<file path="src/rtl/key_count_sched_if.sv">
// key_count_sched_if
//   Groups the front-panel signals of key_count_sched: three raw active-low
//   push-buttons in, and the BCD count, step pulse and two seven-segment
//   digits out. The slave modport is the counter block; the master modport is
//   whatever drives the buttons and observes the display.
//   Signals:
//     key_plus, key_minus, key_clear : raw buttons, 0 = pressed, async to clk
//     count[7:0]                     : BCD count, [7:4] tens, [3:0] units
//     step                           : one-cycle pulse when count is updated
//     HEX1[6:0], HEX0[6:0]           : tens/units segments, active-low {g..a}
interface key_count_sched_if;
  logic       key_plus;
  logic       key_minus;
  logic       key_clear;
  logic [7:0] count;
  logic       step;
  logic [6:0] HEX1;
  logic [6:0] HEX0;

  modport master (
    output key_plus, key_minus, key_clear,
    input  count, step, HEX1, HEX0
  );

  modport slave (
    input  key_plus, key_minus, key_clear,
    output count, step, HEX1, HEX0
  );
endinterface

</file>
<file path="src/rtl/key_count_sched.sv">
// key_count_sched
//   Button controller for a two-digit wrapping BCD counter (00..99).
//   Each raw key is synchronised (2 flops), debounced by its own FSM
//   (REL/IDLE/ARM/HELD[/RPT]) and turned into press (and optionally
//   auto-repeat) events. A registered arbiter applies at most one update per
//   cycle: clear wins and discards plus/minus; plus together with minus is
//   dropped; a lone plus/minus steps the count. HEX digits are registered
//   alongside count.
//   Ports:
//     clk   : system clock, posedge
//     reset : synchronous, active-high
//     bus   : key_count_sched_if.slave (keys in; count, step, HEX1, HEX0 out)
//   Parameters: DEBOUNCE_CYC (>=2), HOLD_CYC (> DEBOUNCE_CYC), REPEAT_CYC (>=2)
//   Build option: define KEY_AUTO_REPEAT_EN to compile in auto-repeat of the
//   plus/minus keys; without it each press yields exactly one event.
module key_count_sched #(
  parameter int unsigned DEBOUNCE_CYC = 500000,
  parameter int unsigned HOLD_CYC     = 25000000,
  parameter int unsigned REPEAT_CYC   = 5000000
) (
  input logic             clk,
  input logic             reset,
  key_count_sched_if.slave bus
);

  localparam int unsigned MAX_A = (DEBOUNCE_CYC > HOLD_CYC) ? DEBOUNCE_CYC : HOLD_CYC;
  localparam int unsigned MAX_P = (MAX_A > REPEAT_CYC) ? MAX_A : REPEAT_CYC;
  localparam int unsigned CNT_W = $clog2(MAX_P);

  localparam logic [CNT_W-1:0] DEB_LAST  = CNT_W'(DEBOUNCE_CYC - 1);
`ifdef KEY_AUTO_REPEAT_EN
  localparam logic [CNT_W-1:0] HOLD_LAST = CNT_W'(HOLD_CYC - 1);
  localparam logic [CNT_W-1:0] REP_LAST  = CNT_W'(REPEAT_CYC - 1);
`endif

  typedef enum logic [2:0] {
    REL,
    IDLE,
    ARM,
    HELD
`ifdef KEY_AUTO_REPEAT_EN
    , RPT
`endif
  } key_state_t;

  // Index 0 = plus, 1 = minus, 2 = clear.
  logic [2:0] w_raw;
  logic [2:0] w_ev;

  assign w_raw = {bus.key_clear, bus.key_minus, bus.key_plus};

  for (genvar g = 0; g < 3; g++) begin : g_key
`ifdef KEY_AUTO_REPEAT_EN
    localparam bit IS_PM = (g != 2);
`endif
    logic             r_s1;
    logic             r_s2;
    key_state_t       r_st;
    key_state_t       w_st_nxt;
    logic [CNT_W-1:0] r_cnt;
    logic [CNT_W-1:0] w_cnt_nxt;
    logic             r_ev;
    logic             w_ev_nxt;

    always_ff @(posedge clk) begin
      if (reset) begin
        r_s1  <= 1'b1;
        r_s2  <= 1'b1;
        r_st  <= REL;
        r_cnt <= '0;
        r_ev  <= 1'b0;
      end else begin
        r_s1  <= w_raw[g];
        r_s2  <= r_s1;
        r_st  <= w_st_nxt;
        r_cnt <= w_cnt_nxt;
        r_ev  <= w_ev_nxt;
      end
    end

    // The event is registered, so it is visible one edge after the
    // transition decision; the arbiter then adds one more edge.
    always_comb begin
      w_st_nxt  = r_st;
      w_cnt_nxt = r_cnt + 1'b1;
      w_ev_nxt  = 1'b0;
      case (r_st)
        REL: begin
          if (!r_s2) begin
            w_cnt_nxt = '0;
          end else if (r_cnt == DEB_LAST) begin
            w_st_nxt  = IDLE;
            w_cnt_nxt = '0;
          end
        end
        IDLE: begin
          w_cnt_nxt = '0;
          if (!r_s2) w_st_nxt = ARM;
        end
        ARM: begin
          if (r_s2) begin
            w_st_nxt  = IDLE;
            w_cnt_nxt = '0;
          end else if (r_cnt == DEB_LAST) begin
            w_st_nxt  = HELD;
            w_cnt_nxt = '0;
            w_ev_nxt  = 1'b1;
          end
        end
        HELD: begin
          if (r_s2) begin
            w_st_nxt  = REL;
            w_cnt_nxt = '0;
          end
`ifdef KEY_AUTO_REPEAT_EN
          else if (!IS_PM) begin
            w_cnt_nxt = '0;
          end else if (r_cnt == HOLD_LAST) begin
            w_st_nxt  = RPT;
            w_cnt_nxt = '0;
            w_ev_nxt  = 1'b1;
          end
`else
          else begin
            w_cnt_nxt = '0;
          end
`endif
        end
`ifdef KEY_AUTO_REPEAT_EN
        RPT: begin
          if (r_s2) begin
            w_st_nxt  = REL;
            w_cnt_nxt = '0;
          end else if (r_cnt == REP_LAST) begin
            w_cnt_nxt = '0;
            w_ev_nxt  = 1'b1;
          end
        end
`endif
        default: begin
          w_st_nxt  = REL;
          w_cnt_nxt = '0;
        end
      endcase
    end

    assign w_ev[g] = r_ev;
  end

  function automatic logic [7:0] bcd_inc(input logic [7:0] c);
    logic [3:0] u;
    logic [3:0] t;
    u = c[3:0];
    t = c[7:4];
    if (u >= 4'd9) begin
      u = 4'd0;
      t = (t >= 4'd9) ? 4'd0 : t + 4'd1;
    end else begin
      u = u + 4'd1;
    end
    return {t, u};
  endfunction

  function automatic logic [7:0] bcd_dec(input logic [7:0] c);
    logic [3:0] u;
    logic [3:0] t;
    u = c[3:0];
    t = c[7:4];
    if (u == 4'd0) begin
      u = 4'd9;
      t = (t == 4'd0) ? 4'd9 : t - 4'd1;
    end else begin
      u = u - 4'd1;
    end
    return {t, u};
  endfunction

  function automatic logic [6:0] seg7(input logic [3:0] d);
    case (d)
      4'd0:    return 7'b1000000;
      4'd1:    return 7'b1111001;
      4'd2:    return 7'b0100100;
      4'd3:    return 7'b0110000;
      4'd4:    return 7'b0011001;
      4'd5:    return 7'b0010010;
      4'd6:    return 7'b0000010;
      4'd7:    return 7'b1111000;
      4'd8:    return 7'b0000000;
      4'd9:    return 7'b0010000;
      default: return 7'b0111111;
    endcase
  endfunction

  logic [7:0] r_count;
  logic       r_step;
  logic [6:0] r_hex1;
  logic [6:0] r_hex0;
  logic [7:0] w_count_nxt;
  logic       w_step_nxt;

  always_comb begin
    w_count_nxt = r_count;
    w_step_nxt  = 1'b0;
    if (w_ev[2]) begin
      w_count_nxt = '0;
      w_step_nxt  = 1'b1;
    end else if (w_ev[0] ^ w_ev[1]) begin
      w_step_nxt  = 1'b1;
      w_count_nxt = w_ev[0] ? bcd_inc(r_count) : bcd_dec(r_count);
    end
  end

  // Digits decode the next count so they update in the same cycle as count.
  always_ff @(posedge clk) begin
    if (reset) begin
      r_count <= '0;
      r_step  <= 1'b0;
      r_hex1  <= 7'b1000000;
      r_hex0  <= 7'b1000000;
    end else begin
      r_count <= w_count_nxt;
      r_step  <= w_step_nxt;
      r_hex1  <= seg7(w_count_nxt[7:4]);
      r_hex0  <= seg7(w_count_nxt[3:0]);
    end
  end

  assign bus.count = r_count;
  assign bus.step  = r_step;
  assign bus.HEX1  = r_hex1;
  assign bus.HEX0  = r_hex0;

endmodule
</file>
<file path="src/flat_wrapper.sv">
// flat-port wrapper written by rule: the top's interface ports become plain ports
module key_count_sched_flat 
#(
  parameter int unsigned DEBOUNCE_CYC = 500000,
  parameter int unsigned HOLD_CYC     = 25000000,
  parameter int unsigned REPEAT_CYC   = 5000000
)
  (clk, reset, bus_key_plus, bus_key_minus, bus_key_clear, bus_count, bus_step, bus_HEX1, bus_HEX0);
  key_count_sched_if bus_i ();
  input logic clk;
  input logic reset;
  input wire logic [$bits(bus_i.key_plus)-1:0] bus_key_plus;
  input wire logic [$bits(bus_i.key_minus)-1:0] bus_key_minus;
  input wire logic [$bits(bus_i.key_clear)-1:0] bus_key_clear;
  output wire logic [$bits(bus_i.count)-1:0] bus_count;
  output wire logic [$bits(bus_i.step)-1:0] bus_step;
  output wire logic [$bits(bus_i.HEX1)-1:0] bus_HEX1;
  output wire logic [$bits(bus_i.HEX0)-1:0] bus_HEX0;
  assign bus_i.key_plus = bus_key_plus;
  assign bus_i.key_minus = bus_key_minus;
  assign bus_i.key_clear = bus_key_clear;
  assign bus_count = bus_i.count;
  assign bus_step = bus_i.step;
  assign bus_HEX1 = bus_i.HEX1;
  assign bus_HEX0 = bus_i.HEX0;
  key_count_sched #(.DEBOUNCE_CYC(DEBOUNCE_CYC), .HOLD_CYC(HOLD_CYC), .REPEAT_CYC(REPEAT_CYC)) u_core (.clk(clk), .reset(reset), .bus(bus_i));
endmodule
</file>
<file path="config.mk">
export PLATFORM = sky130hd
export DESIGN_NAME = key_count_sched_flat
export DESIGN_NICKNAME = d
export VERILOG_FILES = /design/src/rtl/key_count_sched_if.sv /design/src/rtl/key_count_sched.sv /design/src/flat_wrapper.sv
export SDC_FILE = /design/constraint.sdc
export NUM_CORES = 1
export LEC_CHECK = 0
export ABC_AREA = 1
export BUFFER_PORTS_ARGS = -buffer_cell sky130_fd_sc_hd__buf_2
export CAP_MARGIN = 20
export CORE_UTILIZATION = 56
export DETAILED_ROUTE_END_ITERATION = 8
export PLACE_DENSITY = 0.77
export SYNTH_ARGS = -nofsm -noshare
export SYNTH_HDL_FRONTEND = slang
export SYNTH_SLANG_ARGS = --single-unit
</file>
<file path="constraint.sdc">
create_clock -name clk -period 2.1 [get_ports clk]
set_input_delay 0.105 -clock clk [delete_from_list [all_inputs] [get_ports clk]]
set_output_delay 0.105 -clock clk [all_outputs]
set_load 0.01 [all_outputs]
</file>
# After elaboration in Yosys (flattened, before gate mapping)
# Memory sizes are Yosys's and may differ from the RTL's. A register that Yosys moved wholly into a read port is not among the register bits.
# Index checks and enable logic that the tools add are counted.
[word_totals]
ff_bits = 102
rom_bits = 224
output_inout_bits = 23
memories = 2
[mem_list]
columns = ["name", "words", "word_bits", "rd", "rd_ports_with_merged_regs", "write_ports", "line_no", "source"]
rows = [
  ["(name not given)", 16, 7, 1, 1, 0, "key_count_sched.sv:179", "case (d)"],
  ["(name not given)", 16, 7, 1, 1, 0, "key_count_sched.sv:179", ""],
]
[op_classes]
add_sub_neg = 7
n_lt_le_gt_ge = 2
eq_ne = 27
n_mux = 47
bitwise = 4
reduce_logical = 11
[op_table]
columns = ["cell", "n"]
rows = [
  ["two-way mux 25 bit", 9],
  ["case mux 25 bit (2 select lines)", 3],
  ["adder 25 x 1 -> 25 bit, second input constant", 3],
  ["== test 25 x 19 -> 1 bit, second input constant", 3],
  ["two-way mux 3 bit", 18],
  ["case mux 3 bit (4 select lines)", 3],
  ["two-way mux 4 bit", 6],
  ["two-way mux 8 bit", 3],
  ["== test 3 x 2 -> 1 bit, second input constant", 6],
  ["!= test 2 x 1 -> 1 bit, second input constant", 9],
  ["AND reduction 5 bit", 3],
  ["== test 3 x 1 -> 1 bit, second input constant", 3],
  ["zero test 3 bit", 3],
  ["!= test 3 x 1 -> 1 bit, second input constant", 3],
  ["OR reduction 3 bit", 3],
  ["adder 4 x 1 -> 4 bit, second input constant", 2],
  [">= comparator 4 bit, second input constant", 2],
  ["zero test 4 bit", 2],
  ["subtractor 4 x 1 -> 4 bit, second input constant", 2],
  ["!= test 2 bit, second input constant", 3],
  ["two-way mux 1 bit", 5],
  ["NOT 1 bit", 3],
  ["bitwise XOR 1 bit", 1],
]

# Longest topological paths before layout
[logic_depth]
depth_word = 6
depth_mapped = 17
mapped_depth_nobuf = 17

# Least setup slack after synthesis
# OpenSTA, ideal clock, no wires.
[synth_path]
path_type = "reg-to-reg"
from = "register u_core.r_count[0], in the netlist u_core.bus.count[0]"
to = "register u_core.r_hex1[3], in the netlist u_core.bus.HEX1[3]"
setup_ps = 136
arrival_ps = 2072
required_time_ps = 1964
path_slack_ps = -109
path_stages_with_launch = 14
n_path_buf = 0
synth_period_minus_slack_ps = 2209
cell_sequence = "dfxtp_1 > inv_1 > ha_1 > nand3_2 > nand2_1 > o21ai_1 > a21oi_1 > nor2_1 > inv_1 > ha_1 > inv_1 > nand3_1 > nand3_1 > a21oi_2"
[synth_between]
elab_chain_cells = 5
[synth_rtl]
columns = ["element", "line_no", "source"]
rows = [
  ["start, declared", "key_count_sched.sv:194", "logic [7:0] r_count;"],
  ["start signal, assigned", "key_count_sched.sv:221", "r_count <= w_count_nxt;"],
  [">= comparator 4 bit or zero test 4 bit (tied branches)", "key_count_sched.sv:155, key_count_sched.sv:169", ""],
  ["two-way mux 4 bit (on tied branches)", "key_count_sched.sv:155, key_count_sched.sv:169", ""],
  ["two-way mux 8 bit *", "key_count_sched.sv:209", "w_count_nxt = w_ev[0] ? bcd_inc(r_count) : bcd_dec(r_count);"],
  ["two-way mux 8 bit *", "key_count_sched.sv:207", "end else if (w_ev[0] ^ w_ev[1]) begin"],
  ["two-way mux 8 bit *", "key_count_sched.sv:204", "if (w_ev[2]) begin"],
  ["named net u_core.w_count_nxt[4]", "key_count_sched.sv:198", "logic [7:0] w_count_nxt;"],
  ["end, declared", "key_count_sched.sv:196", "logic [6:0] r_hex1;"],
]
# Mark *: on every way through the listed nets, which the timed path passes. The rest lies on a longest branch.
# A chain may end at the register's enable or synchronous reset.

# Worst setup path after layout
[layout_path]
from = "register u_core.r_count[4], in the netlist u_core.bus.count[4]"
to = "register u_core.r_hex1[0], in the netlist u_core.bus.HEX1[0]"
[layout_between]
elab_chain_cells = 6
[layout_rtl]
columns = ["element", "line_no", "source"]
rows = [
  ["subtractor 4 x 1 -> 4 bit, or another cell as far along", "key_count_sched.sv:171", "t = (t == 4'd0) ? 4'd9 : t - 4'd1;"],
  ["two-way mux 4 bit (on tied branches)", "key_count_sched.sv:171, key_count_sched.sv:157", ""],
  ["two-way mux 4 bit (on tied branches)", "key_count_sched.sv:169, key_count_sched.sv:155", ""],
  ["two-way mux 8 bit", "key_count_sched.sv:209", ""],
  ["two-way mux 8 bit *", "key_count_sched.sv:207", ""],
  ["two-way mux 8 bit *", "key_count_sched.sv:204", ""],
  ["named net u_core.w_count_nxt[4]", "key_count_sched.sv:198", ""],
]
# Marked as above.

==> results.sh <==
export IMPL_critPathCaptureType="flop"
export IMPL_synth_top_family_by_area="simple AND/OR/NAND/NOR gates"
export IMPL_syn_instance_count=785
export IMPL_drc=0
export IMPL_dp_slack_ns=0.00856
export IMPL_final_common_cell="nand2_1"
export IMPL_startpoint_type="flop"
export IMPL_final_layout_size_suffix_gt1_frac=0.228
export IMPL_vias=5201
export IMPL_slowest_stage="dfxtp_2"
export IMPL_muxShareOfSynthArea=0
export IMPL_synthFlopType="dfxtp_1"
export IMPL_synth_async_reset_ratio=0
export IMPL_clk_path_buf_depth=2
export IMPL_ys_seq_area_frac=0.389
export IMPL_viasPerCell=5.25
export IMPL_synth_compound_area_frac=0.0815
export IMPL_antenna_found_initial=0
export IMPL_cp_arrival_ns=2.43
export IMPL_clkLatencyLatePin_ns=0.52
export IMPL_p_leak_nw=2.90
export IMPL_netlist_area_um2=5820
export IMPL_path_cells="buf_4 > ha_1 > nand3_1 > nand2_1 > o21ai_1 > a21oi_1 > nor2_2 > inv_1 > buf_4 > ha_1 > inv_1 > nand3_1 > nand3_1 > a21oi_2"
export IMPL_fin_crit_ns=2.04
export IMPL_nNetsFinal=872
export IMPL_synth_edf_count=0
export IMPL_synth_warnings=0
export IMPL_reg2reg_slack_ns=0.06
export IMPL_cts_buffers=17
export IMPL_synth_top_area_frac=0.389
export IMPL_syn_nets=811
export IMPL_yosys_area_share_simple=0.381
export IMPL_yosys_top_cells_area="dfxtp_1 (39%), nand2_1 (9.7%), nor2_1 (7.7%), ha_1 (4.5%), inv_1 (4.5%)"
export IMPL_cts_root_buf="clkbuf_8"
export IMPL_fin_crit_sh=0.971
export IMPL_hold_viol=0
export IMPL_num_rows=36
export IMPL_routed_wl_mm=11.9
export IMPL_track_usage=0.230
export IMPL_start_util=0.588
export IMPL_fmax_mhz=490
export IMPL_crit_top_cell="nand3_1"
export IMPL_routedWlPerCell_um=12.1
export IMPL_path_clk_slew_ns=0.06
export IMPL_power_density_nw_per_um2=725
export IMPL_die_w_um=104
export IMPL_min_path_cells=3
export IMPL_report_final_slew_viol_count=0
export IMPL_rsz0062_at_grt="yes"
export IMPL_fin_skew_ns=0.00906
export IMPL_worst_slack_ns=0.0605
export IMPL_ant_nets=0
export IMPL_finalHoldWorstSlack_ns=0.303
export IMPL_yosysTopAreaCell="dfxtp_1"
export IMPL_dpl_hpwl_mm=8.46
export IMPL_gr_total_overflow=0
export IMPL_io_buffers=27
export IMPL_critPathKind="reg -> reg"
export IMPL_cts_tree="done"
export IMPL_grt_pass1_vias=4825
export IMPL_setup_violations_final=0
export IMPL_cap_violations=0
export IMPL_outcome="finished clean"
export IMPL_num_io_pins=28
export IMPL_fp_dieH_um=104
export IMPL_syn_avg_cell_area_um2=7.42
export IMPL_cpPeakStageDelay_ns=0.34
export IMPL_synth_fa_ha_area_frac=0.0451
export IMPL_place_congestion=0.917
export IMPL_grt_pass1_wl_mm=20.7
export IMPL_peakVddDrop_mv=0.501
export IMPL_coreArea_um2=9910
export IMPL_worstPathMaxFanout=5
export IMPL_first_pass_iters=5
export IMPL_relSlewSlack=0.703
export IMPL_ys_ff_latch=113
export IMPL_syn_to_final_growth_pct=18.6
export IMPL_first_iter_violations=264
export IMPL_worstRegToRegCells=14
export IMPL_grt_max_degree=29
export IMPL_synthXorXnorAreaFrac=0.0346
export IMPL_critPathRequiredTime_ns=2.49
export IMPL_worst_slew_pin_slew_ns=0.440
export IMPL_synth_distinct_cells=46
export IMPL_hold_path_class="in -> reg"
export IMPL_htree_levels=4
export IMPL_die_area_um2=10800
export IMPL_diodes=0
export IMPL_cts_sinks=113
export IMPL_final_cell_mix="nand2_1 (148), nor2_1 (116), dfxtp_1 (108)"
[cell usage after synthesis, types with 2 or more instances]
cell,instances
nand2_1,151
a21oi_1,35
a31oi_1,3
nand2_2,9
inv_2,17
buf_4,2
inv_1,70
or2_2,8
nor2_4,12
nor3b_1,3
clkbuf_1,3
nor4_1,10
buf_6,2
xor2_1,14
nor2_1,119
o211ai_1,2
xnor2_1,9
ha_1,21
nor3_1,31
nand2_4,8
nand4_1,12
nand3_2,9
nand3_1,52
buf_2,2
a21oi_2,7
o21ai_0,21
nor3_2,4
nor2_2,12
o21ai_1,8
dfxtp_1,113
[path summary, 6_finish.rpt]
check | from | endpoint
max | u_core.bus.count[4] | u_core.bus.HEX1[0]
min | bus_key_plus | u_core.g_key[0].r_s1
max reg2reg | u_core.bus.count[4] | u_core.bus.HEX1[0]
min reg2reg | u_core.g_key[2].r_s1 | u_core.g_key[2].r_s2
[per-stage QoR]
stage	instances	instance area (um^2)	TNS (ns)	utilization	total power, W
floorplan	785	5830	0	-	0.00231
global placement	950	6170	0	0.623	0.00233
detailed placement	950	6170	0	0.623	0.00233
CTS	984	6780	0	0.684	0.00504
global route	990	6900	-0.0771	0.697	0.00517
finish	990	6900	0	0.697	0.00500
[power by group]
part / switching [W] / internal [W]
sequential: 0.0000152 / 0.00217
clock: 0.000918 / 0.00179
combinational: 0.0000746 / 0.0000407
total: 0.00101 / 0.00399
[kinds of logic (layout without fill, tap and decap cells)]
family / Yosys count / in the layout
simple gates: 447 / 447
flops: 113 / 113
buf+inv: 99 / 171
compound gates: 82 / 82
xor+xnor: 23 / 23
fa+ha+maj: 21 / 21
[worst max-delay path: cells and delay by family (launching register included)]
kind / cells / cell delay (ns)
buffers and inverters: 4 / 0.43
and+or+nand+nor: 5 / 0.48
adders and majority gates: 2 / 0.40
DFF: 1 / 0.34
AOI/OAI and AO/OA: 3 / 0.26
[repair_timing]
action	CTS	global route
setup buffers	0	6
hold buffers	4	0
hold endpoints to repair	4	0
setup endpoints to repair	1	15
pin swaps	1	6
gates cloned	0	0
resized for setup	1	26
[flip-flops by register name, indices dropped and copies added (netlist names)]
| register | flops |
|---|---|
| u_core.g_key.r_cnt | 75 |
| u_core.bus.count | 8 |
| u_core.bus.HEX0 | 7 |
| u_core.bus.HEX1 | 7 |
| u_core.g_key.r_st | 6 |
| u_core.g_key.r_ev | 3 |
| u_core.g_key.r_s1 | 3 |
| u_core.g_key.r_s2 | 3 |
| u_core.bus.step | 1 |
[area by class of cell]
type / instances / area [um^2]
multi-input cells: 573 / 3240
fillers: 791 / 3010
flip-flops and latches: 113 / 2270
clock buffers: 24 / 480
inverters: 90 / 344
repair buffers: 51 / 325
well taps: 133 / 166
clock inverters: 6 / 80.1
[per-layer routing]
layer / part of all wire / routed length, um / track usage
met3: 0.046 / 547 / 0.0602
met4: 0.020 / 241 / 0.0949
met1: 0.45 / 5420 / 0.280
met5: 0 / 0 / 0
met2: 0.48 / 5740 / 0.384
Note: power is estimated with default switching activity, not from simulation.
